`config.mk`:
```
export PLATFORM = sky130hd
export DESIGN_NAME = morse_encoder_tx
export DESIGN_NICKNAME = d
export VERILOG_FILES = /design/src/rtl/morse_encoder_tx.sv
export SDC_FILE = /design/constraint.sdc
export NUM_CORES = 1
export LEC_CHECK = 0
export CORE_AREA = 2 2 73 75
export CTS_CLUSTER_SIZE = 8
export DETAILED_ROUTE_END_ITERATION = 6
export DIE_AREA = 0 0 75 77
export GPL_TIMING_DRIVEN = 0
export PLACE_DENSITY = 0.73
export SETUP_SLACK_MARGIN = 0.02
export SKIP_CTS_REPAIR_TIMING = 1
export SLEW_MARGIN = 20
export SYNTH_ARGS = -nofsm -noshare
export SYNTH_HDL_FRONTEND = slang
export SYNTH_SLANG_ARGS = --single-unit
```
`constraint.sdc`:
```
create_clock -name clk -period 6.9 [get_ports clk]
set_clock_uncertainty 0.15 [all_clocks]
set_input_delay 0.69 -clock clk [delete_from_list [all_inputs] [get_ports clk]]
set_output_delay 0.69 -clock clk [all_outputs]
set_load 0.05 [all_outputs]
```
`src/rtl/morse_encoder_tx.sv`:
```
// Morse keying transmitter: one character code in, ITU-timed key_out.
// Dot = 1 unit, dash = 3, element gap 1, char gap 3, word space +4.
module morse_encoder_tx #(
  parameter int UNIT_CYCLES = 2_400_000
) (
  input  logic       clk,
  input  logic       rst,
  input  logic [5:0] char_in,
  input  logic       char_valid,
  output logic       char_ready,
  output logic       key_out,
  output logic       elem_dash,
  output logic       busy,
  output logic       char_done,
  output logic       bad_char
);

  localparam int CW = (UNIT_CYCLES > 2) ? $clog2(UNIT_CYCLES) : 1;
  localparam logic [CW-1:0] LAST = CW'(UNIT_CYCLES - 1);
  localparam logic [CW-1:0] PRE  = CW'(UNIT_CYCLES - 2);
  localparam logic [5:0] WORD_SP = 6'd36;

  typedef enum logic [2:0] {
    IDLE, ELEM, EGAP, CGAP, WSPACE
  } state_t;

  state_t      state;
  logic [CW-1:0] cyc_cnt;
  logic [2:0]  unit_cnt;
  logic [2:0]  elem_idx;
  logic [2:0]  len_q;
  logic [4:0]  pat_q;
  logic [2:0]  rom_len;
  logic [4:0]  rom_pat;
  logic        unit_end;
  logic        state_end;

  assign char_ready = (state == IDLE);
  assign unit_end   = (cyc_cnt == LAST);
  assign state_end  = unit_end && (unit_cnt == 3'd0);

  // Pattern ROM: first element in bit 0, 1 = dash; len 0 marks invalid.
  always_comb begin
    rom_len = 3'd0;
    rom_pat = 5'b00000;
    case (char_in)
      6'd0:  begin rom_len = 3'd2; rom_pat = 5'b00010; end
      6'd1:  begin rom_len = 3'd4; rom_pat = 5'b00001; end
      6'd2:  begin rom_len = 3'd4; rom_pat = 5'b00101; end
      6'd3:  begin rom_len = 3'd3; rom_pat = 5'b00001; end
      6'd4:  begin rom_len = 3'd1; rom_pat = 5'b00000; end
      6'd5:  begin rom_len = 3'd4; rom_pat = 5'b00100; end
      6'd6:  begin rom_len = 3'd3; rom_pat = 5'b00011; end
      6'd7:  begin rom_len = 3'd4; rom_pat = 5'b00000; end
      6'd8:  begin rom_len = 3'd2; rom_pat = 5'b00000; end
      6'd9:  begin rom_len = 3'd4; rom_pat = 5'b01110; end
      6'd10: begin rom_len = 3'd3; rom_pat = 5'b00101; end
      6'd11: begin rom_len = 3'd4; rom_pat = 5'b00010; end
      6'd12: begin rom_len = 3'd2; rom_pat = 5'b00011; end
      6'd13: begin rom_len = 3'd2; rom_pat = 5'b00001; end
      6'd14: begin rom_len = 3'd3; rom_pat = 5'b00111; end
      6'd15: begin rom_len = 3'd4; rom_pat = 5'b00110; end
      6'd16: begin rom_len = 3'd4; rom_pat = 5'b01011; end
      6'd17: begin rom_len = 3'd3; rom_pat = 5'b00010; end
      6'd18: begin rom_len = 3'd3; rom_pat = 5'b00000; end
      6'd19: begin rom_len = 3'd1; rom_pat = 5'b00001; end
      6'd20: begin rom_len = 3'd3; rom_pat = 5'b00100; end
      6'd21: begin rom_len = 3'd4; rom_pat = 5'b01000; end
      6'd22: begin rom_len = 3'd3; rom_pat = 5'b00110; end
      6'd23: begin rom_len = 3'd4; rom_pat = 5'b01001; end
      6'd24: begin rom_len = 3'd4; rom_pat = 5'b01101; end
      6'd25: begin rom_len = 3'd4; rom_pat = 5'b00011; end
      6'd26: begin rom_len = 3'd5; rom_pat = 5'b11111; end
      6'd27: begin rom_len = 3'd5; rom_pat = 5'b11110; end
      6'd28: begin rom_len = 3'd5; rom_pat = 5'b11100; end
      6'd29: begin rom_len = 3'd5; rom_pat = 5'b11000; end
      6'd30: begin rom_len = 3'd5; rom_pat = 5'b10000; end
      6'd31: begin rom_len = 3'd5; rom_pat = 5'b00000; end
      6'd32: begin rom_len = 3'd5; rom_pat = 5'b00001; end
      6'd33: begin rom_len = 3'd5; rom_pat = 5'b00011; end
      6'd34: begin rom_len = 3'd5; rom_pat = 5'b00111; end
      6'd35: begin rom_len = 3'd5; rom_pat = 5'b01111; end
      default: begin rom_len = 3'd0; rom_pat = 5'b00000; end
    endcase
  end

  // Keying FSM with unit timing counters and registered outputs.
  always_ff @(posedge clk) begin
    if (rst) begin
      state     <= IDLE;
      cyc_cnt   <= '0;
      unit_cnt  <= 3'd0;
      elem_idx  <= 3'd0;
      len_q     <= 3'd0;
      pat_q     <= 5'b00000;
      key_out   <= 1'b0;
      elem_dash <= 1'b0;
      busy      <= 1'b0;
      char_done <= 1'b0;
      bad_char  <= 1'b0;
    end else begin
      char_done <= 1'b0;
      bad_char  <= 1'b0;
      case (state)
        IDLE: begin
          cyc_cnt  <= '0;
          unit_cnt <= 3'd0;
          elem_idx <= 3'd0;
          if (char_valid) begin
            if (char_in == WORD_SP) begin
              state    <= WSPACE;
              unit_cnt <= 3'd3;
              busy     <= 1'b1;
            end else if (rom_len != 3'd0) begin
              state     <= ELEM;
              pat_q     <= rom_pat;
              len_q     <= rom_len;
              unit_cnt  <= rom_pat[0] ? 3'd2 : 3'd0;
              key_out   <= 1'b1;
              elem_dash <= rom_pat[0];
              busy      <= 1'b1;
            end else begin
              bad_char <= 1'b1;
            end
          end
        end
        default: begin
          if (unit_end) begin
            cyc_cnt <= '0;
            if (unit_cnt != 3'd0)
              unit_cnt <= unit_cnt - 3'd1;
          end else begin
            cyc_cnt <= cyc_cnt + 1'b1;
          end
          if ((state == CGAP || state == WSPACE) &&
              unit_cnt == 3'd0 && cyc_cnt == PRE)
            char_done <= 1'b1;
          if (state_end) begin
            case (state)
              ELEM: begin
                key_out   <= 1'b0;
                elem_dash <= 1'b0;
                if ((elem_idx + 3'd1) < len_q) begin
                  state    <= EGAP;
                  unit_cnt <= 3'd0;
                  elem_idx <= elem_idx + 3'd1;
                end else begin
                  state    <= CGAP;
                  unit_cnt <= 3'd2;
                end
              end
              EGAP: begin
                state     <= ELEM;
                unit_cnt  <= pat_q[elem_idx] ? 3'd2 : 3'd0;
                key_out   <= 1'b1;
                elem_dash <= pat_q[elem_idx];
              end
              default: begin
                state    <= IDLE;
                unit_cnt <= 3'd0;
                elem_idx <= 3'd0;
                busy     <= 1'b0;
              end
            endcase
          end
        end
      endcase
    end
  end

endmodule

```
After elaboration in Yosys (flattened, before gate mapping)
Memory sizes are Yosys's and may differ from the RTL's.
Index checks and enable logic that the tools add are counted.
Word-level totals
  bits in read-only memories: 512
  register bits after elaboration: 44
  input port bits: 9
  memories: 1
  logic and storage cells: 97
  output and inout bits: 6
Memories
  (no name shown): depth 64, bits a word 8, read ports 1, clocked after Yosys merged registers in 0, wr ports 0, RTL line 46  | case (char_in)
Cells by class
  equal/unequal tests: 13
  bitwise logic cells: 4
  reductions and logical operators: 22
  $lt $le $gt $ge: 2
  add/sub/neg operators: 3
  multiplexer cells: 41
Operators by type and width (number)
  $eq 22x22->1 const B: 2
  $mux 3: 10
  $add 22x1->22 const B: 1
  $mux 1: 19
  $pmux 3 s2: 3
  $reduce_bool 3->1: 5
  $mux 2: 6
  $reduce_and 4->1: 2
  $eq 3x2->1 const B: 2
  $eq 6x6->1 const B: 1
  $logic_not 3->1: 2
  $ne 2x2->1 const B: 3
  $reduce_and 3->1: 2
  $reduce_and 5->1: 1
  $lt 3x4->1 const B: 1
  $ne 2x1->1 const B: 2
  $not 1->1: 4
  $pmux 1 s2: 2
  $reduce_or 2->1: 2
  $reduce_or 4->1: 1
  $add 3x1->3 const B: 1
  $bmux 1 s3: 1
  $eq 3x1->1 const B: 1
  $eq 3x3->1 const B: 1
  8 further kinds: 10

Depth between registers and ports, before layout
  depth in word-level cells: 6
  gate-level depth with buffers: 10
  gate-level depth less buffers: 9

Least setup slack after synthesis
Ideal clock, no wire load.
  path type: in2reg
  from: input char_in[1]
  to: register pat_q[1]
  data arrival time: 2.657 ns
  setup time: 0.130 ns
  path buffers: 2
  slack: 3.963 ns
  required time: 6.620 ns
  stages: 10
  cells stage by stage: clkbuf_1 > inv_1 > ha_1 > mux2_2 > a311oi_1 > a211oi_1 > or2_0 > clkbuf_1 > a211oi_1 > nor3_1
On the way
  word-level cells in the longest chain between the ends: 3
  elaborated cells on any way between the ends: 5
  those cells by class: 1 x eq/ne; 1 x bitwise; 2 x reduce/logical; 1 x memory
Ends and longest elaborated chain
  start: declaration: RTL line 8  | input logic [5:0] char_in,
  $mem_v2 64x8 / $eq 6x6->1 (equally long branches)
  $reduce_bool 3->1 / $not 1->1 (equally long branches)
  $reduce_and 4->1 (no line)
  end signal: assignment: RTL line 116  | pat_q <= rom_pat;
  end: declaration: RTL line 32  | logic [4:0] pat_q;
Several ways; a longest one is shown, not always the timed one.
A chain may end at the register's enable or synchronous reset.

Worst setup path in the final report
  from: input char_in[1]
  to: register pat_q[2]
The elaborated chain is that of the path after synthesis.

==> impl_metrics.prom <==
# TYPE chip_impl_metric gauge
chip_impl_metric{name="synth_top_area_frac",unit=""} 0.3305
chip_impl_metric{name="place.port_buffers",unit=""} 13
chip_impl_metric{name="slew_violations",unit=""} 0
chip_impl_info{name="yosys-top-cells-count",value="50 x sky130_fd_sc_hd__nor2_1, 44 x sky130_fd_sc_hd__dfxtp_1, 27 x sky130_fd_sc_hd__nand2_1"} 1
chip_impl_info{name="ctsRootBufferMaster",value="sky130_fd_sc_hd__clkbuf_8"} 1
chip_impl_metric{name="ioPinCount",unit=""} 15
chip_impl_metric{name="vias_in_the_first_global_route",unit=""} 2149
chip_impl_metric{name="peakVddDrop",unit="uV"} 73.89
chip_impl_metric{name="gp_routability_congestion",unit=""} 0.9171
chip_impl_metric{name="multiInputGateArea",unit="um^2"} 1635
chip_impl_metric{name="tritoncts.num_buffers",unit=""} 5
chip_impl_metric{name="chipWidth",unit="um"} 75
chip_impl_info{name="hp-class",value="reg2reg"} 1
chip_impl_metric{name="synth.net_count",unit=""} 358
chip_impl_metric{name="p_total",unit="uW"} 525.4
chip_impl_metric{name="fillers",unit=""} 452
chip_impl_metric{name="holdWs",unit="ns"} 0.3041
chip_impl_metric{name="clk_latency",unit="ns"} 0.30
chip_impl_info{name="most_area_hungry_cell_type_in_the_yosys_netlist",value="sky130_fd_sc_hd__dfxtp_1"} 1
chip_impl_info{name="dominantRegCellSynth",value="sky130_fd_sc_hd__dfxtp_1"} 1
chip_impl_metric{name="first_pass_grt_wire_length",unit="um"} 9763
chip_impl_metric{name="ff_latch_area",unit="um^2"} 880.8
chip_impl_metric{name="yosysUniqueCellTypes",unit=""} 55
chip_impl_metric{name="cts_buffer_depth",unit=""} 2
chip_impl_metric{name="core.rowCount",unit=""} 26
chip_impl_metric{name="final.min_clock_period",unit="ns"} 3.581
chip_impl_metric{name="ant_nets",unit=""} 0
chip_impl_info{name="cts_tree",value="yes"} 1
chip_impl_metric{name="synth.yosys.seq_area_share",unit=""} 0.3305
chip_impl_metric{name="antenna_diode_count",unit=""} 0
chip_impl_metric{name="coreArea",unit="um^2"} 4977
chip_impl_metric{name="ys_warn_count",unit=""} 0
chip_impl_metric{name="postSynthCellCount",unit=""} 337
chip_impl_metric{name="avgRoutedWirePerCell",unit="um"} 12.53
chip_impl_info{name="synth_most_common_cell",value="sky130_fd_sc_hd__nor2_1"} 1
chip_impl_metric{name="number_of_flip_flops_and_latches_in_the_synthesized_netlist",unit=""} 44
chip_impl_metric{name="timing.critical_path.fanout_max",unit=""} 10
chip_impl_metric{name="fmax",unit="MHz"} 279.3
chip_impl_metric{name="syn_avg_cell_area",unit="um^2"} 7.908
chip_impl_metric{name="finalSetupTns",unit="ns"} 0
chip_impl_metric{name="asyncSetResetFlopFracSynth",unit=""} 0
chip_impl_metric{name="cts.htree.levels",unit=""} 2
chip_impl_metric{name="share_of_post_route_cells_with_drive_strength_above_1",unit=""} 0.08101
chip_impl_metric{name="clock_sinks",unit=""} 44
chip_impl_info{name="synthTopCellsByArea",value="sky130_fd_sc_hd__dfxtp_1 33%, sky130_fd_sc_hd__nor2_1 7.0%, sky130_fd_sc_hd__ha_1 5.6%, sky130_fd_sc_hd__xor2_1 3.9%, sky130_fd_sc_hd__nand2_1 3.8%"} 1
chip_impl_metric{name="worst_slew_pin_slew",unit="ns"} 0.6505
chip_impl_metric{name="maxCapViolCount",unit=""} 0
chip_impl_metric{name="max-slew-margin-rel",unit=""} 0.5630
chip_impl_metric{name="dpl.hpwl",unit="um"} 4041
chip_impl_metric{name="final_nets",unit=""} 378
chip_impl_metric{name="worst_ep_required_time",unit="ns"} 6.92
chip_impl_metric{name="die_area",unit="um^2"} 5775
chip_impl_metric{name="p_leak",unit="uW"} 0.001053
chip_impl_metric{name="synth_edf_count",unit=""} 0
chip_impl_metric{name="hold_violations",unit=""} 0
chip_impl_metric{name="finalSetupViolations",unit=""} 0
chip_impl_metric{name="r2r_setup_slack",unit="ns"} 4.38
chip_impl_metric{name="routed_via_density",unit=""} 5.407
chip_impl_metric{name="initial_antenna_violation_count",unit=""} 0
chip_impl_metric{name="via_count",unit=""} 2314
chip_impl_metric{name="pin_count_of_the_biggest_net_entering_global_routing",unit=""} 15
chip_impl_metric{name="final_worst_path_cycle_share",unit=""} 0.5189
chip_impl_metric{name="clkTransAtPathRegs",unit="ns"} 0.08
chip_impl_info{name="worst_setup_path_start_kind",value="primary input"} 1
chip_impl_info{name="status",value="complete, no violations"} 1
chip_impl_metric{name="dr.pass1.iters",unit=""} 4
chip_impl_metric{name="initial_core_util",unit=""} 0.5354
chip_impl_metric{name="cellPowerDensity",unit="nW/um^2"} 176.3
chip_impl_metric{name="grt_overflow_total",unit=""} 0
chip_impl_info{name="worst-setup-path-type",value="in2reg"} 1
chip_impl_info{name="timing.critical_path.to_type",value="register"} 1
chip_impl_info{name="grt_setup_unrepaired",value="no"} 1
chip_impl_metric{name="drc",unit=""} 0
chip_impl_metric{name="netlist_area",unit="um^2"} 2665
chip_impl_metric{name="areaGrowthSynthToFinish",unit="%"} 11.83
chip_impl_metric{name="die_h",unit="um"} 77
chip_impl_metric{name="detail_route.wirelength",unit="um"} 5363
chip_impl_metric{name="dr.first_iter.drc_count",unit=""} 134
chip_impl_metric{name="cp_data_arrival_time",unit="ns"} 3.60
chip_impl_metric{name="grtUsageTotal",unit=""} 0.2110
[worst paths after layout]
path | start | to | cells past startpoint
worst min-delay path | elem_dash$_SDFFE_PP0P_ | elem_dash$_SDFFE_PP0P_ | 2
worst min register to register | elem_dash$_SDFFE_PP0P_ | elem_dash$_SDFFE_PP0P_ | 2
worst max-delay path | char_in[1] | pat_q[2]$_SDFFE_PP0P_ | 11
worst max register to register | elem_idx[0]$_SDFFE_PP0P_ | elem_idx[1]$_SDFFE_PP0P_ | 9
[worst max-delay path: stages]
cell and delay (ns):
sky130_fd_sc_hd__clkdlybuf4s50_1 0.50, sky130_fd_sc_hd__clkbuf_1 0.36, sky130_fd_sc_hd__inv_1 0.16, sky130_fd_sc_hd__ha_1 0.31
sky130_fd_sc_hd__mux2_2 0.33, sky130_fd_sc_hd__a311oi_1 0.32, sky130_fd_sc_hd__a211oi_1 0.18, sky130_fd_sc_hd__or2_0 0.24
sky130_fd_sc_hd__clkbuf_1 0.17, sky130_fd_sc_hd__a211oi_1 0.25, sky130_fd_sc_hd__nor3_1 0.07
[cell usage in the layout, fill, tap and decap left out, types with 12 or more instances in the layout]
| cell type | count |
|---|---|
| sky130_fd_sc_hd__inv_1 | 17 |
| sky130_fd_sc_hd__nor2_1 | 50 |
| sky130_fd_sc_hd__xor2_1 | 12 |
| sky130_fd_sc_hd__ha_1 | 12 |
| sky130_fd_sc_hd__nand2_1 | 27 |
| sky130_fd_sc_hd__clkdlybuf4s50_1 | 13 |
| sky130_fd_sc_hd__o21ai_0 | 18 |
| sky130_fd_sc_hd__a21oi_1 | 20 |
| sky130_fd_sc_hd__dfxtp_1 | 44 |
[flip-flops by register name (all words and copies together) (netlist names)]
register,cells
char_done,1
elem_idx,3
bad_char,1
pat_q,5
unit_cnt,3
cyc_cnt,22
elem_dash,1
len_q,3
state,3
key_out,1
busy,1
[metal layers]
layer | vias to the layer above | wire length, um | track usage
met4 | 0 | 65 | 0.05357
met2 | 50 | 2346 | 0.3167
met1 | 1049 | 2708 | 0.3087
met3 | 6 | 242 | 0.03942
met5 | - | 0 | 0
li1 | 1209 | - | -
[power by group]
| group | internal [uW] | switching (uW) | total [uW] |
|---|---|---|---|
| sequential | 261 | 4.38 | 265 |
| combinational | 34.9 | 54.0 | 88.9 |
| clock | 81.1 | 90.2 | 171 |
[cell families after synthesis]
family,synth area share
muxes,0.03991
and+or+nand+nor,0.2873
adders and majority gates,0.05634
AOI/OAI and AO/OA,0.1610
buffers and inverters,0.05587
xor gates and xnor gates,0.06902
DFF,0.3305
[cell type report]
class	count	area share
buffer	20	0.02855
clock buffer	6	0.02771
clock inverter	2	0.005038
inverter	17	0.02141
multi-input combinational	256	0.5487
sequential	44	0.2955
tap	70	0.02939
timing repair buffer	13	0.04366
[metrics by stage]
stage	cell area (um^2)	utilization	worst slack (ns)	cells
finish	2980	0.5988	3.319	428
global route	2980	0.5988	3.069	428
CTS	2980	0.5988	3.335	428
detailed placement	2883	0.5792	3.031	420
global placement	2883	0.5792	3.036	420
floorplan	2665	-	3.963	337
Power figures use the tool's default switching activity.
